[src/rtl/scroll_sequencer.sv]
// scroll_sequencer: owns the 4-digit seven-segment display for the message path.
// Characters arrive over a valid/ready port into a small buffer. The block then
// scrolls a 4-character window across the message at a programmable tick rate
// and time-multiplexes that window onto the digit anodes. Code 4'hF is blank.
//
// Optional feature (compile-time macro SCROLL_BOUNCE_EN):
//   defined   -> ping-pong scrolling between offset 0 and max(len-4, 0)
//   undefined -> the window wraps from offset len-1 back to offset 0
//
// state    | meaning
// ---------+-------------------------------------------------------------
// S_IDLE   | accepting characters, display blank
// S_READY  | message complete, waiting for start, display blank
// S_SCROLL | stepping the window across the message every TICK_DIV cycles

module scroll_sequencer #(
    parameter int MSG_DEPTH = 16,
    parameter int TICK_DIV  = 50000000,
    parameter int SCAN_BITS = 18
) (
    input  logic       clock,
    input  logic       reset_n,
    input  logic       wr_valid,
    input  logic [3:0] wr_code,
    input  logic       wr_last,
    output logic       wr_ready,
    input  logic       start,
    input  logic       stop,
    output logic       busy,
    output logic       loop_done,
    output logic [3:0] seg_code,
    output logic [3:0] an
);

    localparam int AW = $clog2(MSG_DEPTH);
    localparam int TW = $clog2(TICK_DIV);

    localparam logic [TW-1:0] TICK_LAST = TW'(TICK_DIV - 1);
    localparam logic [AW-1:0] PTR_LAST  = AW'(MSG_DEPTH - 1);
    localparam logic [AW-1:0] OFF_ONE   = AW'(1);
    localparam logic [AW:0]   LEN_FOUR  = (AW + 1)'(4);

    typedef enum logic [1:0] {
        S_IDLE   = 2'd0,
        S_READY  = 2'd1,
        S_SCROLL = 2'd2
    } state_t;

    state_t               r_state;
    logic [3:0]           r_msg [MSG_DEPTH];
    logic [AW-1:0]        r_wr_ptr;
    logic [AW:0]          r_len;
    logic [AW-1:0]        r_offset;
    logic [TW-1:0]        r_tick;
    logic [SCAN_BITS-1:0] r_scan;
    logic                 r_wr_ready;
    logic                 r_busy;
    logic                 r_loop_done;
`ifdef SCROLL_BOUNCE_EN
    logic                 r_dir_down;
    logic                 w_dir_nxt;
    logic [AW:0]          w_max;
`endif

    logic                 w_wr_fire;
    logic                 w_step;
    logic                 w_full;
    logic [AW:0]          w_off_ext;
    logic [AW:0]          w_len_m1;
    logic [AW-1:0]        w_off_nxt;
    logic                 w_wrap;
    logic [1:0]           w_sel;
    logic [AW:0]          w_idx;
    logic                 w_in_msg;

    // A write is only taken in IDLE; a concurrent stop discards it.
    assign w_wr_fire = (r_state == S_IDLE) && wr_valid && r_wr_ready && !stop;
    assign w_full    = (r_wr_ptr == PTR_LAST);
    assign w_step    = (r_state == S_SCROLL) && (r_tick == TICK_LAST);
    assign w_off_ext = {1'b0, r_offset};
    assign w_len_m1  = r_len - 1'b1;

`ifdef SCROLL_BOUNCE_EN
    // Upper turning point of the ping-pong; zero for messages that fit the window.
    assign w_max = (r_len > LEN_FOUR) ? (r_len - LEN_FOUR) : '0;
`endif

    // Offset and wrap flag that a scroll step would produce.
    always_comb begin
        w_off_nxt = r_offset;
        w_wrap    = 1'b0;
`ifdef SCROLL_BOUNCE_EN
        w_dir_nxt = r_dir_down;
        if (!r_dir_down) begin
            if (w_off_ext >= w_max) begin
                if (w_max == '0) begin
                    w_off_nxt = '0;
                    w_wrap    = 1'b1;
                end else begin
                    // Turn around; a turn from offset 1 lands straight on 0.
                    w_off_nxt = r_offset - 1'b1;
                    if (r_offset == OFF_ONE) begin
                        w_wrap = 1'b1;
                    end else begin
                        w_dir_nxt = 1'b1;
                    end
                end
            end else begin
                w_off_nxt = r_offset + 1'b1;
            end
        end else begin
            w_off_nxt = r_offset - 1'b1;
            if (r_offset == OFF_ONE) begin
                w_wrap    = 1'b1;
                w_dir_nxt = 1'b0;
            end
        end
`else
        if (w_off_ext == w_len_m1) begin
            w_off_nxt = '0;
            w_wrap    = 1'b1;
        end else begin
            w_off_nxt = r_offset + 1'b1;
        end
`endif
    end

    // Sequencing FSM with registered status outputs.
    always_ff @(posedge clock or negedge reset_n) begin
        if (!reset_n) begin
            r_state     <= S_IDLE;
            r_wr_ptr    <= '0;
            r_len       <= '0;
            r_offset    <= '0;
            r_tick      <= '0;
            r_wr_ready  <= 1'b1;
            r_busy      <= 1'b0;
            r_loop_done <= 1'b0;
`ifdef SCROLL_BOUNCE_EN
            r_dir_down  <= 1'b0;
`endif
        end else begin
            r_loop_done <= 1'b0;
            case (r_state)
                S_IDLE: begin
                    if (stop) begin
                        r_wr_ptr <= '0;
                        r_len    <= '0;
                    end else if (w_wr_fire) begin
                        r_wr_ptr <= r_wr_ptr + 1'b1;
                        // A full buffer ends the message even without wr_last.
                        if (wr_last || w_full) begin
                            r_len      <= {1'b0, r_wr_ptr} + 1'b1;
                            r_state    <= S_READY;
                            r_wr_ready <= 1'b0;
                        end
                    end
                end
                S_READY: begin
                    if (stop) begin
                        r_state    <= S_IDLE;
                        r_wr_ptr   <= '0;
                        r_len      <= '0;
                        r_offset   <= '0;
                        r_wr_ready <= 1'b1;
                    end else if (start) begin
                        r_state    <= S_SCROLL;
                        r_offset   <= '0;
                        r_tick     <= '0;
                        r_busy     <= 1'b1;
`ifdef SCROLL_BOUNCE_EN
                        r_dir_down <= 1'b0;
`endif
                    end
                end
                S_SCROLL: begin
                    if (stop) begin
                        r_state    <= S_IDLE;
                        r_wr_ptr   <= '0;
                        r_len      <= '0;
                        r_offset   <= '0;
                        r_tick     <= '0;
                        r_busy     <= 1'b0;
                        r_wr_ready <= 1'b1;
                    end else if (w_step) begin
                        r_tick      <= '0;
                        r_offset    <= w_off_nxt;
                        r_loop_done <= w_wrap;
`ifdef SCROLL_BOUNCE_EN
                        r_dir_down  <= w_dir_nxt;
`endif
                    end else begin
                        r_tick <= r_tick + 1'b1;
                    end
                end
                default: begin
                    r_state    <= S_IDLE;
                    r_wr_ptr   <= '0;
                    r_len      <= '0;
                    r_offset   <= '0;
                    r_tick     <= '0;
                    r_busy     <= 1'b0;
                    r_wr_ready <= 1'b1;
                end
            endcase
        end
    end

    // Message buffer; contents are only meaningful below r_len, so no reset.
    always_ff @(posedge clock) begin
        if (w_wr_fire) begin
            r_msg[r_wr_ptr] <= wr_code;
        end
    end

    // Free-running multiplex counter, runs in every state.
    always_ff @(posedge clock or negedge reset_n) begin
        if (!reset_n) begin
            r_scan <= '0;
        end else begin
            r_scan <= r_scan + 1'b1;
        end
    end

    // Digit k shows msg[offset + 3 - k]; for a 2-bit select, 3 - k is ~k.
    assign w_sel    = r_scan[SCAN_BITS-1 -: 2];
    assign w_idx    = w_off_ext + {{(AW - 1){1'b0}}, ~w_sel};
    assign w_in_msg = (w_idx < r_len);

    // Selected digit code; the display is blank outside SCROLL or past the message end.
    always_comb begin
        seg_code = 4'hF;
        if ((r_state == S_SCROLL) && w_in_msg) begin
            seg_code = r_msg[w_idx[AW-1:0]];
        end
    end

    // Active-low one-hot anode drive for the selected digit.
    always_comb begin
        an = 4'b1110;
        case (w_sel)
            2'd0:    an = 4'b1110;
            2'd1:    an = 4'b1101;
            2'd2:    an = 4'b1011;
            2'd3:    an = 4'b0111;
            default: an = 4'b1110;
        endcase
    end

    assign wr_ready  = r_wr_ready;
    assign busy      = r_busy;
    assign loop_done = r_loop_done;

endmodule

[config.mk]
export PLATFORM = sky130hd
export DESIGN_NAME = scroll_sequencer
export DESIGN_NICKNAME = d
export VERILOG_FILES = /design/src/rtl/scroll_sequencer.sv
export SDC_FILE = /design/constraint.sdc
export NUM_CORES = 1
export LEC_CHECK = 0
export ABC_AREA = 1
export CORE_ASPECT_RATIO = 0.9
export CORE_MARGIN = 3
export CORE_UTILIZATION = 26
export DETAILED_ROUTE_END_ITERATION = 8
export PLACE_DENSITY = 0.48
export SLEW_MARGIN = 10
export SYNTH_ARGS = -nofsm -noshare
export SYNTH_HDL_FRONTEND = slang
export SYNTH_SLANG_ARGS = --single-unit
[constraint.sdc]
create_clock -name clock -period 7 [get_ports clock]
set_clock_uncertainty 0.15 [all_clocks]
set_input_delay 1.4 -clock clock [delete_from_list [all_inputs] [get_ports clock]]
set_output_delay 1.4 -clock clock [all_outputs]
set_load 0.05 [all_outputs]
; Word level (Yosys, flattened, before mapping)
; Memories as Yosys holds them, arrays and structs flattened.
; Cells that the tools add are included.
[word_totals]
register_bits = 62
latchBits = 0
ram_bits = 64
mem_bits_ro = 0
in_bits = 10
out_inout_bits = 11
wordCells = 100
n_memories = 1
[classes]
n_addsub = 7
mul = 0
n_div = 0
order_cmp = 1
n_eq_ne = 19
shifts = 0
mux = 44
bitwise_logic = 2
n_reduce_logical = 17
[memory_table]
columns = memory, depth, width, rd, rd_clocked_by_memory_dff, write_ports, line_no
row1 = r_msg, 16, 4, 1, 0, 1, 50  ; logic [3:0] r_msg [MSG_DEPTH];
[op_table]
columns = op, count
row1 = $mux W26, 4
row2 = $pmux W26 S3, 1
row3 = $mux W4, 9
row4 = $add A26 B1 Y26 const B, 1
row5 = $eq A26 B26 Y1 const B, 1
row6 = $mux W5, 4
row7 = $add A18 B1 Y18 const B, 1
row8 = $pmux W4 S4, 1
row9 = $mux W1, 13
row10 = $mux W2, 6
row11 = $pmux W4 S3, 1
row12 = $ne A2 B2 Y1 const B, 5
row13 = $pmux W5 S2, 1
row14 = $ne A3 B3 Y1 const B, 3
row15 = $reduce_and A3 Y1, 3
row16 = $add A4 B1 Y4 const B, 2
row17 = $pmux W4 S2, 1
row18 = $reduce_and A4 Y1, 2
row19 = $eq A2 B2 Y1 const B, 3
row20 = $pmux W2 S3, 1
row21 = $add A4 B1 Y5 const B, 1
row22 = $add A4 B2 Y5, 1
row23 = $eq A4 B5 Y1, 1
row24 = $logic_and A1 B1 Y1, 5
row25 = other kinds (16), 19

; Longest topological paths before layout
; Gate-level depths: netlist (run 1).
[depth]
word_depth = 7
mapped_depth = 11
mapped_depth_nobuf = 10

; Least setup slack after synthesis (run 1)
; Ideal clock, no wire load.
[synth_timing]
kind = register to output
start = register r_scan[16]
end = output port seg_code[0]
arrival_ns = 2.572
t_required_ns = 5.450
slack_ns = 2.878
path_stages_with_launch = 12
path_buffers = 1
cell_sequence = dfrtp_1 > inv_1 > ha_1 > inv_1 > fa_1 > buf_1 > inv_1 > ha_1 > nand4_1 > o221ai_1 > nor2_1 > nand3_1
[synth_between]
elab_chain_cells = 5
word_cells_on_any_way = 6
classes_between = add/sub: 1 / order compare: 1 / mux: 1 / bitwise: 1 / reduce/logical: 1 / memory: 1
[synth_lines]
columns = item, line_no
row1 = from (decl), 55  ; logic [SCAN_BITS-1:0] r_scan;
row2 = from (signal assigned), 221  ; r_scan <= r_scan + 1'b1;
row3 = $not A2 Y2 *, 227  ; assign w_idx = w_off_ext + {{(AW - 1){1'b0}}, ~w_sel};
row4 = $add A4 B2 Y5 *, 227
row5 = $lt A5 B5 Y1, 228  ; assign w_in_msg = (w_idx < r_len);
row6 = $logic_and A1 B1 Y1, 233  ; if ((r_state == S_SCROLL) && w_in_msg) begin
row7 = $mux W4 *, 233
row8 = to (decl), 31  ; output logic [3:0] seg_code,
; Mark *: on every way between the ends. The rest lies on a longest branch, timed or not.

; Worst setup path in the final report (run 1)
[layout_timing]
start = register r_scan[16]
end = output port seg_code[3]
; Same word-level chain as after synthesis.

==> results of run 1 <==
critical path: stages, from the launching register on:
cell and delay, ps:
dfrtp_1 410, inv_1 140, ha_1 180, inv_1 50
fa_1 460, xnor2_4 360, ha_1 320, a21oi_1 120
o221ai_1 110, nor2_1 250, nand3_1 140, clkdlybuf4s50_1 720
power groups by stage:
| stage | clock (uW) | combinational [uW] | sequential [uW] |
|---|---|---|---|
| after floorplan | 0 | 419 | 861 |
| after detailed placement | 0 | 574 | 852 |
| after CTS | 874 | 577 | 838 |
| final | 852 | 567 | 838 |
| after global routing | 907 | 652 | 842 |
| after global placement | 0 | 578 | 853 |
stage by stage:
step	utilization [%]	hold slack (ps)	std cells
after floorplan	-	295	713
after global placement	29.1	319	1023
after detailed placement	29.1	318	1023
after CTS	31.4	330	1055
after global routing	31.4	342	1055
final	31.4	330	1055
sequential cells by signal (all words and copies together) (netlist names):
signal / flops
r_len: 5
busy: 1
r_msg: 64
r_offset: 4
r_tick: 26
r_scan: 18
r_wr_ptr: 4
loop_done: 1
wr_ready: 1
r_state: 2
area by class of cell:
type                    instances  area, sq um
clock buffers                  17          425
inverters                      77          294
clock inverters                15          141
well taps                     302          378
flip-flops and latches        126         3470
fillers                      2444        16300
repair buffers                 23          218
multi-input cells             495         2530
logic make-up (layout without fill, tap and decap cells):
family / Yosys count / in the layout / share of synthesized area, %
AND/OR/NAND/NOR: 357 / 357 / 23.9
flip-flops: 126 / 126 / 54.5
AO/OA/AOI/OAI: 95 / 95 / 8.46
buffers and inverters: 92 / 132 / 5.69
XOR/XNOR: 24 / 24 / 3.59
adder cells (fa/ha/maj): 19 / 19 / 3.85
metal layers:
metal  routed length (microns)  vias to the layer above
li1                          -                     2415
met1                      7790                     2231
met4                       132                        0
met2                      6010                       80
met5                         0                        -
met3                       540                       13
synth_stat cells (all sizes together) (2+ instances only):
| master | count | area share (%) |
|---|---|---|
| xnor2 | 10 | 1.7 |
| edfxtp | 64 | 30 |
| nor4 | 2 | 0.20 |
| xor2 | 14 | 1.9 |
| dfrtp | 61 | 24 |
| nand2 | 138 | 8.4 |
| buf | 6 | 0.55 |
| nand4 | 11 | 1.1 |
| o211ai | 16 | 1.9 |
| nor3 | 14 | 1.2 |
| nand3 | 50 | 4.2 |
| a21oi | 15 | 1.4 |
| o21ai | 61 | 4.8 |
| nor2 | 140 | 8.6 |
| inv | 76 | 4.5 |
| ha | 18 | 3.5 |
| clkbuf | 9 | 0.53 |
how the worst min path moves through the flow:
stage                    start          to  slack, ps  cells past startpoint
finish              r_scan[15]  r_scan[15]        330                      1
floorplan           r_scan[15]  r_scan[15]        300                      1
global placement    r_scan[15]  r_scan[15]        320                      1
CTS                 r_scan[15]  r_scan[15]        330                      1
detailed placement  r_scan[15]  r_scan[15]        320                      1
global route        r_scan[15]  r_scan[15]        340                      1
placed cells by master (no fill, tap or decap), drive strengths merged, types with 17 or more instances in the layout:
master,synthesis,layout
nor2,140,140
nand2,138,138
inv,76,87
edfxtp,64,64
dfrtp,61,61
o21ai,61,61
nand3,50,50
clkdlybuf4s50,0,19
ha,18,18
clkbuf,9,17
==> metrics.md, run 1 <==
| Metric | Value |
|---|---|
| Switching share of total power | 35.4% |
| Worst R2R Path Depth | 6 |
| Total die area | 26400 sq um |
| Port Buffers | 20 |
| Layout area overhead | 17.2% |
| # hold bufs at CTS | 0 |
| Post-synthesis sequential area ratio | 54.5% |
| Post-route setup TNS | 0 ps |
| Root Driver | clkbuf_16 |
| Dpl hpwl | between 10 and 15 mm |
| Worst Setup EP | seg_code[3] |
| WP data arrival | 3690 ps |
| Slew Viols, Final | 0 |
| Total GRT Usage | 11.6% |
| Die Y | 155 microns |
| FFs w/ async S/R, synth | 49.2% |
| CP Data Required Time | 5450 ps |
| Slew headroom | 43.3% |
| Synth Flop Type | edfxtp_1 |
| Worst Tran Pin Value | 851 ps |
| Initial antenna violation count | 0 |
| CP Launch Point | r_scan[16] |
| Resize count post-CTS | 0 |
| Met3 track demand over resource | 3.17% |
| Grt met2 use | 15.6% |
| Cells after synthesis | 713 |
| Combinational share of power | 25.1% |
| GP Congestion | 0.775 |
| TritonCTS Sinks | around 130 |
| DRC | 0 |
| ANT nets after route | 0 |
| Vias in the first global route | 4437 |
| Fraction of layout cells with a size suffix above 1 | 7.97% |
| Global-route wire length before repair | 23.9 mm |
| CTS Buf Count | 17 |
| Total Wirelength | 14.5 mm |
| Bufs on Longest Clock Path | 2 |
| Clock period minus worst slack | 5240 ps |
| Max VDD drop | 145 uV |
| M1 GR Usage | 17.9% |
| Worst-Skew Late Latency | 430 ps |
| Worst reg2reg setup slack | 4570 ps |
| Hold WC Path Type | flip-flop to flip-flop |
| Placement Setup Slack | 2170 ps |
| Max cap viols | 0 |
| DRT Pass-1 Iters | 5 |
| Register share of total power | between 30% and 40% |
| Final setup vio count | 0 |
| Synth Cell Area | 6370 sq um |
| Worst-path maximum fanout | 10 |
| Worst r2r src | r_state[0] |
| Grt ovf | 0 |
| Unrepaired setup endpoints after global routing | false |
| I/O pin count | 21 |
| Via density | 4.49 |
| GRT busiest layer | met1 |
| P per Cell Area | 302 nW/um^2 |
| Core region area | 23700 sq um |
| Outcome | completed |
| Startpoint Class | flip-flop |
| Number of vias in the routed layout | 4739 |
| R2r endpoint | r_msg[11][2] |
| Finished layout cell area | ~7500 sq um |
| Post-synthesis average cell area | 8.94 sq um |
| FMAX | 0.191 GHz |
| CP Class | flip-flop to output pin |
| Reg clk slew, reported paths | 60 ps |
| Setup bufs post-CTS | 0 |
| Design Power | 2260 uW |
| Yosys warnings | 0 |
| Synthesis-stage register bit count | 126 |
| EDFF count, synth | 64 |
| Yosys cell types | 39 |
| Initial Util | 26.8% |
| Final worst setup slack | 1760 ps |
| Final layout net count | 769 |
| CTS H-Tree Depth | 4 |
| Period utilisation layout | 74.8% |
| Clock power share | roughly 38% |
| Element type at the critical path end | output pin |
| Final Hold Viols | 0 |
| Drt wl/cell | ~14 microns |
| Lkg Pwr | 0.00285 uW |
| Largest net degree at the start of global routing | 63 |
| Psw | 799 uW |
| Initial DRC count | 287 |
| Die X | 171 microns |
| Int Pwr | 1460 uW |
| Syn_nets | about 740 |
| Post-Place Cell Area | between 6000 and 7000 sq um |
| CTS tree | built |
| Row count | 53 |
| ANT cells | 0 |
(Power assumes the default switching activity.)
==> run 2, diff against run 1 <==
==> constraint.sdc (replaced) <==
create_clock -name clock -period 5.4 [get_ports clock]
set_clock_uncertainty 0.15 [all_clocks]
set_input_delay 1.08 -clock clock [delete_from_list [all_inputs] [get_ports clock]]
set_output_delay 1.08 -clock clock [all_outputs]
set_load 0.05 [all_outputs]
==> run 2 against run 1 <==
  * Global-route usage is essentially flat
  * Highest routed layer unchanged
  * Setup slack lost 1400 ps
  * Total power grew 32%
  * Critical path depth is the same
  * Non-clock buffer count grew 2
  * Combinational power grew 35%
  * Register-to-register slack lost 1600 ps
  * Utilization grew 0.095 points
  * Worst hold slack lost 8.2 ps
==> metrics.md, run 2 (synthesis gave the netlist of run 1 again) <==
| Metric | Value |
|---|---|
| Layout area overhead | 17.5% |
| Initial antenna violation count | 0 |
| Biggest regs | r_msg x64, r_tick x26, r_scan x18 |
| ANT cells | 0 |
| FMAX | 0.199 GHz |
| Commonest non-fill, non-tap cell in the layout | nand2_1 |
| Worst Path Buf+Inv | 3 |
| Element type at the critical path end | output pin |
| CTS Buf Count | 17 |
| Max layer used | met4 |
| Global-route wire length before repair | approximately 24 mm |
| Final worst setup slack | 373 ps |
| Core region area | 23700 sq um |
| Dpl hpwl | 10.3 mm |
| Post-route setup TNS | 0 ps |
| Psw | 1030 uW |
| Initial DRC count | between 400 and 500 |
| Final Hold Viols | 0 |
| Register share of total power | 36.6% |
| CP Class | flip-flop to output pin |
| Lkg Pwr | 0.00286 uW |
| Number of vias in the routed layout | around 4.8k |
| Resize count post-CTS | 0 |
| Reg with most FFs | r_msg |
| Largest net degree at the start of global routing | 63 |
| Total GRT Usage | 11.6% |
| Total Wirelength | 14.7 mm |
| Final layout net count | 771 |
| Initial Util | approximately 27% |
| Max stage delay on crit path | 710 ps |
| Fraction of layout cells with a size suffix above 1 | 8.08% |
| Slew headroom | a little under half |
| Worst Tran Pin Value | 802 ps |
| DRC | 0 |
| Max cap viols | 0 |
| Period utilisation layout | 93.1% |
| Total die area | ~26000 sq um |
| DRT Pass-1 Iters | 5 |
| CTS H-Tree Depth | 4 |
| DRT met1 WL | 7.74 mm |
| GP Congestion | around 0.79 |
| TritonCTS Sinks | 126 |
| Max VDD drop | 191 uV |
| Placement Setup Slack | around 840 ps |
| Metal3 WL | between 600 and 700 microns |
| P per Cell Area | 397 nW/um^2 |
| Port Buffers | 20 |
| I/O pin count | 21 |
| Slowest CP cell | clkdlybuf4s50_1 |
| Worst-Skew Late Latency | 420 ps |
| Outcome | completed |
| CTS tree | built |
| Int Pwr | 1940 uW |
| ANT nets after route | 0 |
| Drt wl/cell | 13.9 microns |
| Metal2 WL | 6.02 mm |
| Grt ovf | 0 |
| Max reg flops | 64 |
| Fillers | 2462 |
| Switching share of total power | a little over a third |
| Most frequent cells in the layout | nand2_1, nor2_1, inv_1 |
| Root Driver | clkbuf_16 |
| Vias in the first global route | 4529 |
| Setup bufs post-CTS | 0 |
| Top delay family on crit path | adder cells |
| Unrepaired setup endpoints after global routing | false |
| Startpoint Class | flip-flop |
| Combinational share of power | 25.7% |
| Hold WC Path Type | flip-flop to flip-flop |
| Crit path cell chain | inv_1 -> ha_1 -> inv_1 -> fa_1 -> xnor2_4 -> ha_1 -> a21oi_1 -> o221ai_1 -> nor2_1 -> nand3_1 -> clkdlybuf4s50_1 |
| Bufs on Longest Clock Path | 2 |
| WP data arrival | 3800 ps |
| Clock power share | 37.7% |
| Final setup vio count | 0 |
| Slew Viols, Final | 0 |
| Die X | 171 microns |
| Clock period minus worst slack | about 5000 ps |
| Die Y | 155 microns |
| Reg clk slew, reported paths | ~60 ps |
| CP Data Required Time | ~4200 ps |
| Row count | between 50 and 60 |
| Worst-path maximum fanout | 10 |
| # hold bufs at CTS | 0 |
| Via density | about 4.5 |
-- run 2: cell types whose count changed in the layout (fill, tap and decap cells not counted) --
cell,delta
buf_4,+2
bufinv_16,+1
clkinv_1,+1
clkinv_8,-1
clkinvlp_4,+1
inv_6,-2
-- run 2: layout make-up --
cell class                      count  area (sq um)  share of cell area (%)
Tap cell                          302           378                    5.05
Multi-Input combinational cell    495          2530                    33.9
Clock buffer                       17           425                    5.68
Timing Repair Buffer               25           233                    3.11
Clock inverter                     15           149                    1.99
Inverter                           77           294                    3.93
Sequential cell                   126          3470                    46.4
-- run 2: final timing paths --
kind / start / to / slack [ps] / cells past startpoint
min: r_scan[15] / r_scan[15] / 320 / 1
min reg2reg: r_scan[15] / r_scan[15] / 320 / 1
max: r_scan[16] / seg_code[2] / 370 / 11
min in group asynchronous: reset_n / r_scan[11] / 680 / 2
max reg2reg: r_state[0] / r_msg[11][1] / 2990 / 6
max in group asynchronous: reset_n / r_len[4] / 3890 / 2
-- run 2: power by group through the flow --
stage	registers, uW	clock network, uW	logic, uW
after global routing	1090	1190	867
after floorplan	1120	0	543
after global placement	1110	0	770
after detailed placement	1110	0	766
after CTS	1090	1140	770
final	1090	1120	764
-- run 2: stage by stage --
stage	instance area, sq um	util, %	power (uW)	cells	hold WS (ps)
after floorplan	6370	-	1660	713	295
after global placement	6910	29.1	1880	1025	314
after detailed placement	6910	29.1	1870	1025	314
after CTS	7490	31.5	3000	1057	325
after global routing	7490	31.5	3150	1057	328
final	7490	31.5	2970	1057	321
-- run 2: per-layer routing --
layer / up-vias / track usage (%)
met5: - / 0
met4: 0 / 4.14
met3: 20 / 2.89
met2: 96 / 16.1
met1: 2250 / 17.5
li1: 2420 / -
==> run 3, diff against run 2 <==
--- a/config.mk
+++ b/config.mk
@@ -9,6 +9,7 @@
 export CORE_ASPECT_RATIO = 0.9
 export CORE_MARGIN = 3
 export CORE_UTILIZATION = 26
+export CTS_CLUSTER_SIZE = 10
 export DETAILED_ROUTE_END_ITERATION = 8
 export PLACE_DENSITY = 0.48
 export SLEW_MARGIN = 10
==> results of run 3 <==
Same layout as run 2: the final DEF is identical, and so are final timing and power.
